`config.mk`:
```
export PLATFORM = sky130hd
export DESIGN_NAME = inst_buffer_flat
export DESIGN_NICKNAME = d
export VERILOG_FILES = /design/src/rtl/inst_buffer_if.sv /design/src/rtl/inst_buffer.sv /design/src/flat_wrapper.sv
export SDC_FILE = /design/constraint.sdc
export NUM_CORES = 1
export LEC_CHECK = 0
export BUFFER_PORTS_ARGS = -buffer_cell sky130_fd_sc_hd__buf_2
export CELL_PAD_IN_SITES_DETAIL_PLACEMENT = 1
export CELL_PAD_IN_SITES_GLOBAL_PLACEMENT = 2
export CORE_UTILIZATION = 41
export DETAILED_ROUTE_END_ITERATION = 8
export PLACE_DENSITY_LB_ADDON = 0.15
export SLEW_MARGIN = 20
export SYNTH_ARGS = -nofsm -noshare
export SYNTH_HDL_FRONTEND = slang
export SYNTH_SLANG_ARGS = --single-unit
```
`constraint.sdc`:
```
create_clock -name clock -period 14.2 [get_ports clock]
set_input_delay 0.71 -clock clock [delete_from_list [all_inputs] [get_ports clock]]
set_output_delay 0.71 -clock clock [all_outputs]
set_load 0.01 [all_outputs]
```
`src/rtl/inst_buffer_if.sv`:
```
// Fetch/decode packet type and the instruction-buffer port bundle.
// The buffer sits on the slave side; fetch/decode (or a bench) drive the master side.
package inst_buffer_pkg;

   localparam logic [31:0] NOP = 32'h0000_0013;

   typedef struct packed {
      logic        valid;
      logic [31:0] inst;
      logic [31:0] PC;
      logic [31:0] NPC;
   } IF_ID_PACKET;

   localparam IF_ID_PACKET EMPTY_PKT = '{
      valid: 1'b0,
      inst:  NOP,
      PC:    32'h0,
      NPC:   32'h0
   };

endpackage

interface inst_buffer_if
   import inst_buffer_pkg::*;
#(
   parameter int DEPTH = 8
) ();

   localparam int CW = $clog2(DEPTH + 1);

   logic              flush;
   IF_ID_PACKET       if_packet;
   logic              id_ready;
   IF_ID_PACKET       id_packet;
   logic              if_stall;
   logic [CW-1:0]     count;

   modport master (
      output flush,
      output if_packet,
      output id_ready,
      input  id_packet,
      input  if_stall,
      input  count
   );

   modport slave (
      input  flush,
      input  if_packet,
      input  id_ready,
      output id_packet,
      output if_stall,
      output count
   );

endinterface

```
`src/rtl/inst_buffer.sv`:
```
// Fetch-to-decode instruction queue with registered full stall and redirect flush.
// Define INST_BUFFER_BYPASS_EN for a zero-latency path through an empty buffer.
module inst_buffer
   import inst_buffer_pkg::*;
#(
   parameter int DEPTH = 8
) (
   input  logic              clock,
   input  logic              reset,
   inst_buffer_if.slave      bus
);

   localparam int PW = $clog2(DEPTH);
   localparam int CW = $clog2(DEPTH + 1);
   localparam logic [CW-1:0] FULL = CW'(DEPTH);

   IF_ID_PACKET   mem_q [DEPTH];

   logic [PW-1:0] head_q, head_d;
   logic [PW-1:0] tail_q, tail_d;
   logic [CW-1:0] count_q, count_d;
   logic          stall_q, stall_d;

   logic          empty;
   logic          byp;
   logic          enq;
   logic          deq;
   IF_ID_PACKET   head_pkt;
   IF_ID_PACKET   wr_pkt;

   assign empty = (count_q == '0);

`ifdef INST_BUFFER_BYPASS_EN
   assign byp = empty
              & bus.if_packet.valid
              & bus.id_ready
              & ~bus.flush;
`else
   assign byp = 1'b0;
`endif

   // a bypassed packet is consumed directly and never written
   assign enq = bus.if_packet.valid
              & ~stall_q
              & ~bus.flush
              & ~byp;

   assign deq = ~empty
              & bus.id_ready
              & ~bus.flush;

   always_comb begin
      wr_pkt       = bus.if_packet;
      wr_pkt.valid = 1'b1;
   end

   always_comb begin
      head_pkt       = mem_q[head_q];
      head_pkt.valid = 1'b1;
   end

   always_comb begin
      bus.id_packet = EMPTY_PKT;
      if (byp) begin
         bus.id_packet = bus.if_packet;
      end else if (!empty && !bus.flush) begin
         bus.id_packet = head_pkt;
      end
   end

   always_comb begin
      head_d  = head_q;
      tail_d  = tail_q;
      count_d = count_q;
      stall_d = 1'b0;
      if (bus.flush) begin
         head_d  = '0;
         tail_d  = '0;
         count_d = '0;
      end else begin
         head_d  = head_q + PW'(deq);
         tail_d  = tail_q + PW'(enq);
         count_d = count_q + CW'(enq) - CW'(deq);
         stall_d = (count_d == FULL);
      end
   end

   always_ff @(posedge clock) begin
      if (reset) begin
         head_q  <= '0;
         tail_q  <= '0;
         count_q <= '0;
         stall_q <= 1'b0;
      end else begin
         head_q  <= head_d;
         tail_q  <= tail_d;
         count_q <= count_d;
         stall_q <= stall_d;
      end
   end

   always_ff @(posedge clock) begin
      if (enq) begin
         mem_q[tail_q] <= wr_pkt;
      end
   end

   assign bus.if_stall = stall_q;
   assign bus.count    = count_q;

endmodule

```
`src/flat_wrapper.sv`:
```
// flat-port wrapper written by rule: the top's interface ports become plain ports
module inst_buffer_flat import inst_buffer_pkg::*;
#(
   parameter int DEPTH = 8
)
  (clock, reset, bus_flush, bus_if_packet, bus_id_ready, bus_id_packet, bus_if_stall, bus_count);
  inst_buffer_if #(.DEPTH(DEPTH)) bus_i ();
  input  logic clock;
  input  logic reset;
  input wire logic [$bits(bus_i.flush)-1:0] bus_flush;
  input wire logic [$bits(bus_i.if_packet)-1:0] bus_if_packet;
  input wire logic [$bits(bus_i.id_ready)-1:0] bus_id_ready;
  output wire logic [$bits(bus_i.id_packet)-1:0] bus_id_packet;
  output wire logic [$bits(bus_i.if_stall)-1:0] bus_if_stall;
  output wire logic [$bits(bus_i.count)-1:0] bus_count;
  assign bus_i.flush = bus_flush;
  assign bus_i.if_packet = bus_if_packet;
  assign bus_i.id_ready = bus_id_ready;
  assign bus_id_packet = bus_i.id_packet;
  assign bus_if_stall = bus_i.if_stall;
  assign bus_count = bus_i.count;
  inst_buffer #(.DEPTH(DEPTH)) u_core (.clock(clock), .reset(reset), .bus(bus_i));
endmodule
```
==> summary.md, run 1 <==
| Metric | Value |
|---|---|
| Startpoint class of the critical path | flop |
| Detailed-route DRC error count | 0 |
| Synthesis-stage register bit count | 779 |
| Worst setup EP type | output port |
| Number of global-route vias before repair | 14600 |
| Sink count of the clock tree | 779 |
| Initial core utilization | 0.416 |
| Leakage power figure | 10.9 nW |
| Count of TritonRoute iterations in the first routing pass | 4 |
| Final clock period utilization by the worst path | 0.318 |
| Number of buffers on the longest clock path | 3 |
| Transition time of the tightest slew-check pin | 1010 ps |
| Relative area change from synthesis to final layout | 16.4% |
| Number of clock buffers inserted by TritonCTS | 83 |
| Synth Area in Adders | 0.00453 |
| Pin count of the biggest net entering global routing | 113 |
| Core footprint | 70300 um2 |
| Compound-cell area share of the yosys netlist | 0.0294 |
| Max Cap Viol | 0 |
| Layout cells sized above 1 | 0.358 |
| Die X-Extent | 269 um |
| H-tree Lvls | 3 |
| Total number of vias | 13200 |
| Required time of the worst setup path | 13490 ps |
| Arrival @ worst endpoint | 3810 ps |
| Register area share after synthesis | 0.796 |
| Routed wire per std cell | 26.4 um |
| Number of buffers added to fix hold violations after cts | 0 |
| Final TNS setup | 0 ps |
| Cells after synthesis | 1191 |
| Count of distinct cell types in the synthesized netlist | 31 |
| GRT Resource Usage Total | 0.180 |
| Top-area cell type share of the netlist area | 0.788 |
| Leading cell types in the layout, fill and taps excluded | edfxtp_1, buf_2, mux4_2, a22o_1, clkbuf_16 |
| Number of DRC markers after the initial detailed-route iteration | 787 |
| Insertion delay of the later-clocked pin in the worst-skew pair | 630 ps |
| Crit Path Max Fanout | 62 |
| Filler-free cell count of the finished design | 2449 |
| Yosys warns | 0 |
| GR Overflow Total | 0 |
| Leading cell types by total area after synthesis | edfxtp_1, mux4_2, a22o_1, dfxtp_1, buf_2 |
| Gpl congestion | 0.683 |
| Clock slew at reported path FFs | 60 ps |
| Mapped Area | 29300 um2 |
| Placement Setup Slack | 10230 ps |
| Fin nets | 1549 |
| Clock tree from TritonCTS | yes |
| Post-synth top area cell | edfxtp_1 |
| Placed insts | 2293 |
| Wire length of the first global-routing pass | 96.6 mm |
| Drt via density | 5.40 |
| Simple-gate share of the synthesized area | 0.00693 |
| Fin Clk Skew | 19.0 ps |
| Pins Over Slew Limit | 0 |
| Worst ir drop on vdd | 0.0000898 V |
| HPWL after detailed placement | 33.4 mm |
| Antenna violations before repair | 9 |
| Total length of routed wires | 64.8 mm |
| Number of buffers inserted by port buffering | 202 |
| Mean instance size in the synthesized netlist | 24.6 um2 |
| Final critical delay including setup and external delays | 4520 ps |
| I/O pin count | 203 |
| Portion of netlist area occupied by mux cells | 0.148 |
| Worst Hold Class | primary input to flop |
| Worst Setup Slack, final | 9680 ps |
| Die boundary height | 269 um |
| Number of nets still failing antenna checks after routing | 0 |
| RSZ-0062 raised after global routing | false |
| Die outline area | 72400 um2 |
| Synthesized net count | 1302 |
| Synthesized-area fraction occupied by xor and xnor cells | 0.000898 |
| Run status | completed |
| Site row count | 97 |
| Root cell of the clock tree | clkbuf_16 |
| Final-report setup violation count | 0 |
| Highest Clock Rate | 0.221 GHz |
| Headroom to the max-slew limit | 0.327 |
| Largest family of logic cells by synthesized area | multiplexers |
| Resized cells post-CTS | 0 |
| Cell Pwr Density | 143 nW/um2 |
| Crit Path Class | flop to output port |
| Most common cell after layout, fill and taps aside | edfxtp_1 |
| Final Hold Vio Count | 0 |
| Post CTS Setup Buffer Count | 0 |
routing by layer:
layer  GRT usage  up-vias  part of all wire
met5           0        -            0.0016
met4      0.0490       16             0.020
met3      0.0402      101             0.048
met2       0.309      248              0.51
met1       0.232     7181              0.42
li1            -     5683                 -
Yosys cell counts (all sizes together):
cell type,instances
a21o,1
a21oi,1
a22o,93
and2,5
and3,3
buf,57
clkbuf,7
dfxtp,11
edfxtp,768
fa,1
ha,9
inv,8
mux4,192
nand2,3
nand2b,3
nand3,1
nand3b,1
nor2,8
nor3,7
nor3b,2
o211ai,1
o22a,3
or3,1
or3b,1
or4b,1
xnor2,2
xor2,1
area by class of cell:
type,count,area [um2]
fill,6211,36200
sequential,779,23300
multi-input combinational,340,5610
clock buffer,109,2220
timing repair buffer,226,1230
tap,940,1180
clock inverter,46,488
inverter,8,30.0
antenna,1,2.50
sequential cells by signal (all words and copies together), names as in the netlist:
signal / count
u_core.mem_q: 768
u_core.bus.count: 4
u_core.head_q: 3
u_core.tail_q: 3
u_core.bus.if_stall: 1
worst max-delay path: stages (launching register included):
cell and delay (ps):
dfxtp_4 670, buf_4 730, buf_4 850, mux4_2 420, a22o_1 270, buf_2 150
stage by stage:
step	util	area [um2]	power, mW	hold slack [ps]
after global routing	0.484	34000	5.03	323
after floorplan	-	29300	2.70	545
after CTS	0.484	34000	4.94	294
after global placement	0.446	31300	2.78	587
after detailed placement	0.446	31300	2.78	607
final	0.484	34000	4.88	345
path summary, 6_finish.rpt:
kind | depth (start not counted) | endpoint | slack (ps) | from
setup / recovery | 5 | bus_id_packet[33] | 9680 | u_core.head_q[1]
hold / removal | 2 | u_core.bus.count[1] | 340 | reset
setup reg to reg | 4 | u_core.mem_q[2][55] | 11190 | u_core.bus.if_stall
hold reg to reg | 2 | u_core.tail_q[0] | 620 | u_core.tail_q[0]
power breakdown:
part           internal (mW)  leakage, nW  total (mW)  switching (mW)
clock network           1.28         1.32        2.14           0.862
registers               2.55         7.03        2.55         0.00649
logic                 0.0693         2.56       0.177           0.108
cell families after synthesis:
kind of cell,count (synthesis)
DFF,779
muxes,192
AOI/OAI and AO/OA,99
buffers and inverters,72
and+or+nand+nor,36
adders and majority gates,10
xor gates and xnor gates,3
No activity file was read; power rests on OpenSTA's default activity.
==> run 2, diff against run 1 <==
- clock period: 14.2 -> 4.2 ns (I/O delays scaled with it)
==> summary.md, run 2 (synthesis gave the netlist of run 1 again) <==
| Metric | Value |
|---|---|
| Run status | completed |
| Clock slew at reported path FFs | 60 ps |
| Register with the most flip-flops | u_core.mem_q |
| Wire length of the first global-routing pass | 97.7 mm |
| Worst reg2reg path startpoint | u_core.bus.count[2] |
| Final TNS setup | 0 ps |
| Worst setup EP type | output port |
| Core footprint | 70300 um2 |
| Placement Setup Slack | 1570 ps |
| Number of nets still failing antenna checks after routing | 0 |
| Required time of the worst setup path | 3990 ps |
| Worst min-delay path startpoint | bus_id_ready |
| Antenna violations before repair | 4 |
| Crit Path Class | flop to output port |
| Crit Path Max Fanout | 46 |
| Worst ir drop on vdd | 0.000389 V |
| Number of clock buffers inserted by TritonCTS | 84 |
| Root cell of the clock tree | clkbuf_16 |
| Pin count of the biggest net entering global routing | 67 |
| Worst Setup Slack, final | 1040 ps |
| GRT Resource Usage Total | 0.183 |
| Gpl congestion | 0.708 |
| Number of buffers inserted by port buffering | 202 |
| Relative area change from synthesis to final layout | 20.3% |
| Site row count | 97 |
| RSZ-0062 raised after global routing | false |
| Clock tree from TritonCTS | yes |
| Cell Pwr Density | 462 nW/um2 |
| Worst reg-to-reg setup slack | 1170 ps |
| Fin Clk Skew | 11.6 ps |
| Max Cap Viol | 0 |
| Worst hold stages | 4 |
| Final clock period utilization by the worst path | 0.753 |
| Drt via density | 5.31 |
| Total length of routed wires | 65.3 mm |
| Detailed-route DRC error count | 0 |
| Total number of vias | 13500 |
| Number of DRC markers after the initial detailed-route iteration | 730 |
| Startpoint class of the critical path | flop |
| Number of global-route vias before repair | 15200 |
| Die boundary height | 269 um |
| Fin nets | 1659 |
| Final Hold Vio Count | 0 |
| Headroom to the max-slew limit | 0.362 |
| Insertion delay of the later-clocked pin in the worst-skew pair | 610 ps |
| Leading cell types in the layout, fill and taps excluded | edfxtp_1, buf_2, mux4_2, dlygate4sd3_1, a22o_1 |
| HPWL after detailed placement | 34.5 mm |
| Initial core utilization | 0.416 |
| I/O pin count | 203 |
| Most common cell after layout, fill and taps aside | edfxtp_1 |
| Capture instance of the worst register-to-register path | u_core.bus.count[1] |
| Die X-Extent | 269 um |
| Number of buffers on the longest clock path | 3 |
| Worst R2R Path Depth | 11 |
| Largest incremental delay on the critical path | 820 ps |
| Worst-path cell chain | inv_1, ha_1, or3b_1, and3_4, buf_4, a22o_1, buf_2 |
| Max reg flops | 768 |
| Leakage power figure | 11.4 nW |
| Pins Over Slew Limit | 0 |
| Count of TritonRoute iterations in the first routing pass | 4 |
| Worst Hold Class | primary input to flop |
| GR Overflow Total | 0 |
| Die outline area | 72400 um2 |
| Highest Clock Rate | 0.316 GHz |
| Transition time of the tightest slew-check pin | 957 ps |
| Worst-case hold path end point | u_core.head_q[0] |
| Final critical delay including setup and external delays | 3160 ps |
| Arrival @ worst endpoint | 2950 ps |
| H-tree Lvls | 3 |
| Final-report setup violation count | 0 |
| Routed wire per std cell | 25.6 um |
| Slowest stage cell on the critical path | and3_4 |
| Layout cells sized above 1 | 0.343 |
| Sink count of the clock tree | 779 |
==> run 2: area by class of cell <==
type / instances / area (um2)
clock buffer: 106 / 2250
sequential: 779 / 23300
clock inverter: 40 / 317
fill: 6207 / 35100
tap: 940 / 1180
inverter: 8 / 30.0
antenna: 2 / 5.00
multi-input combinational: 340 / 5620
timing repair buffer: 335 / 2520
==> run 2: power by group <==
group          switching (mW)  internal, mW
registers              0.0219          8.61
logic                   0.382         0.303
clock network            2.87          4.07
==> run 2: how the worst max path moves through the flow <==
stage / startpoint / to / slack, ps / cells past startpoint
floorplan: bus_flush / u_core.mem_q[7][0] / -1290 / 4
global placement: u_core.bus.count[2] / bus_id_packet[56] / 1620 / 7
detailed placement: u_core.bus.count[2] / bus_id_packet[56] / 1570 / 7
CTS: u_core.bus.count[2] / bus_id_packet[56] / 920 / 7
global route: u_core.bus.count[2] / bus_id_packet[56] / 880 / 7
finish: u_core.bus.count[2] / bus_id_packet[56] / 1040 / 7
==> run 2: repair_timing <==
action,CTS,global route
setup buffers,0,0
hold buffers,99,0
gates resized for setup,0,0
endpoints found under the hold margin,772,0
==> run 2: through the flow <==
stage / area (um2) / power, mW / utilization / hold slack [ps] / instances
after CTS: 35200 / 16.5 / 0.501 / 102 / 2548
after global placement: 31600 / 9.40 / 0.450 / 471 / 2303
final: 35200 / 16.3 / 0.501 / 131 / 2550
after floorplan: 29300 / 9.11 / - / 281 / 1191
after global routing: 35200 / 16.8 / 0.501 / 160 / 2549
after detailed placement: 31600 / 9.42 / 0.450 / 467 / 2303
==> run 2: layer usage <==
metal  vias up  track usage  routed length, um
li1       5891            -                  -
met4         4       0.0471               1030
met3        76       0.0377               3180
met2       273        0.312              33300
met1      7302        0.238              27800
met5         -            0                 27
==> run 2: critical path: cells and delay by family, from the launching register on <==
family | cells | cell delay [ps]
compound gates | 1 | 190
fa+ha+maj | 1 | 200
buf+inv | 3 | 560
flops | 1 | 330
simple gates | 2 | 1020
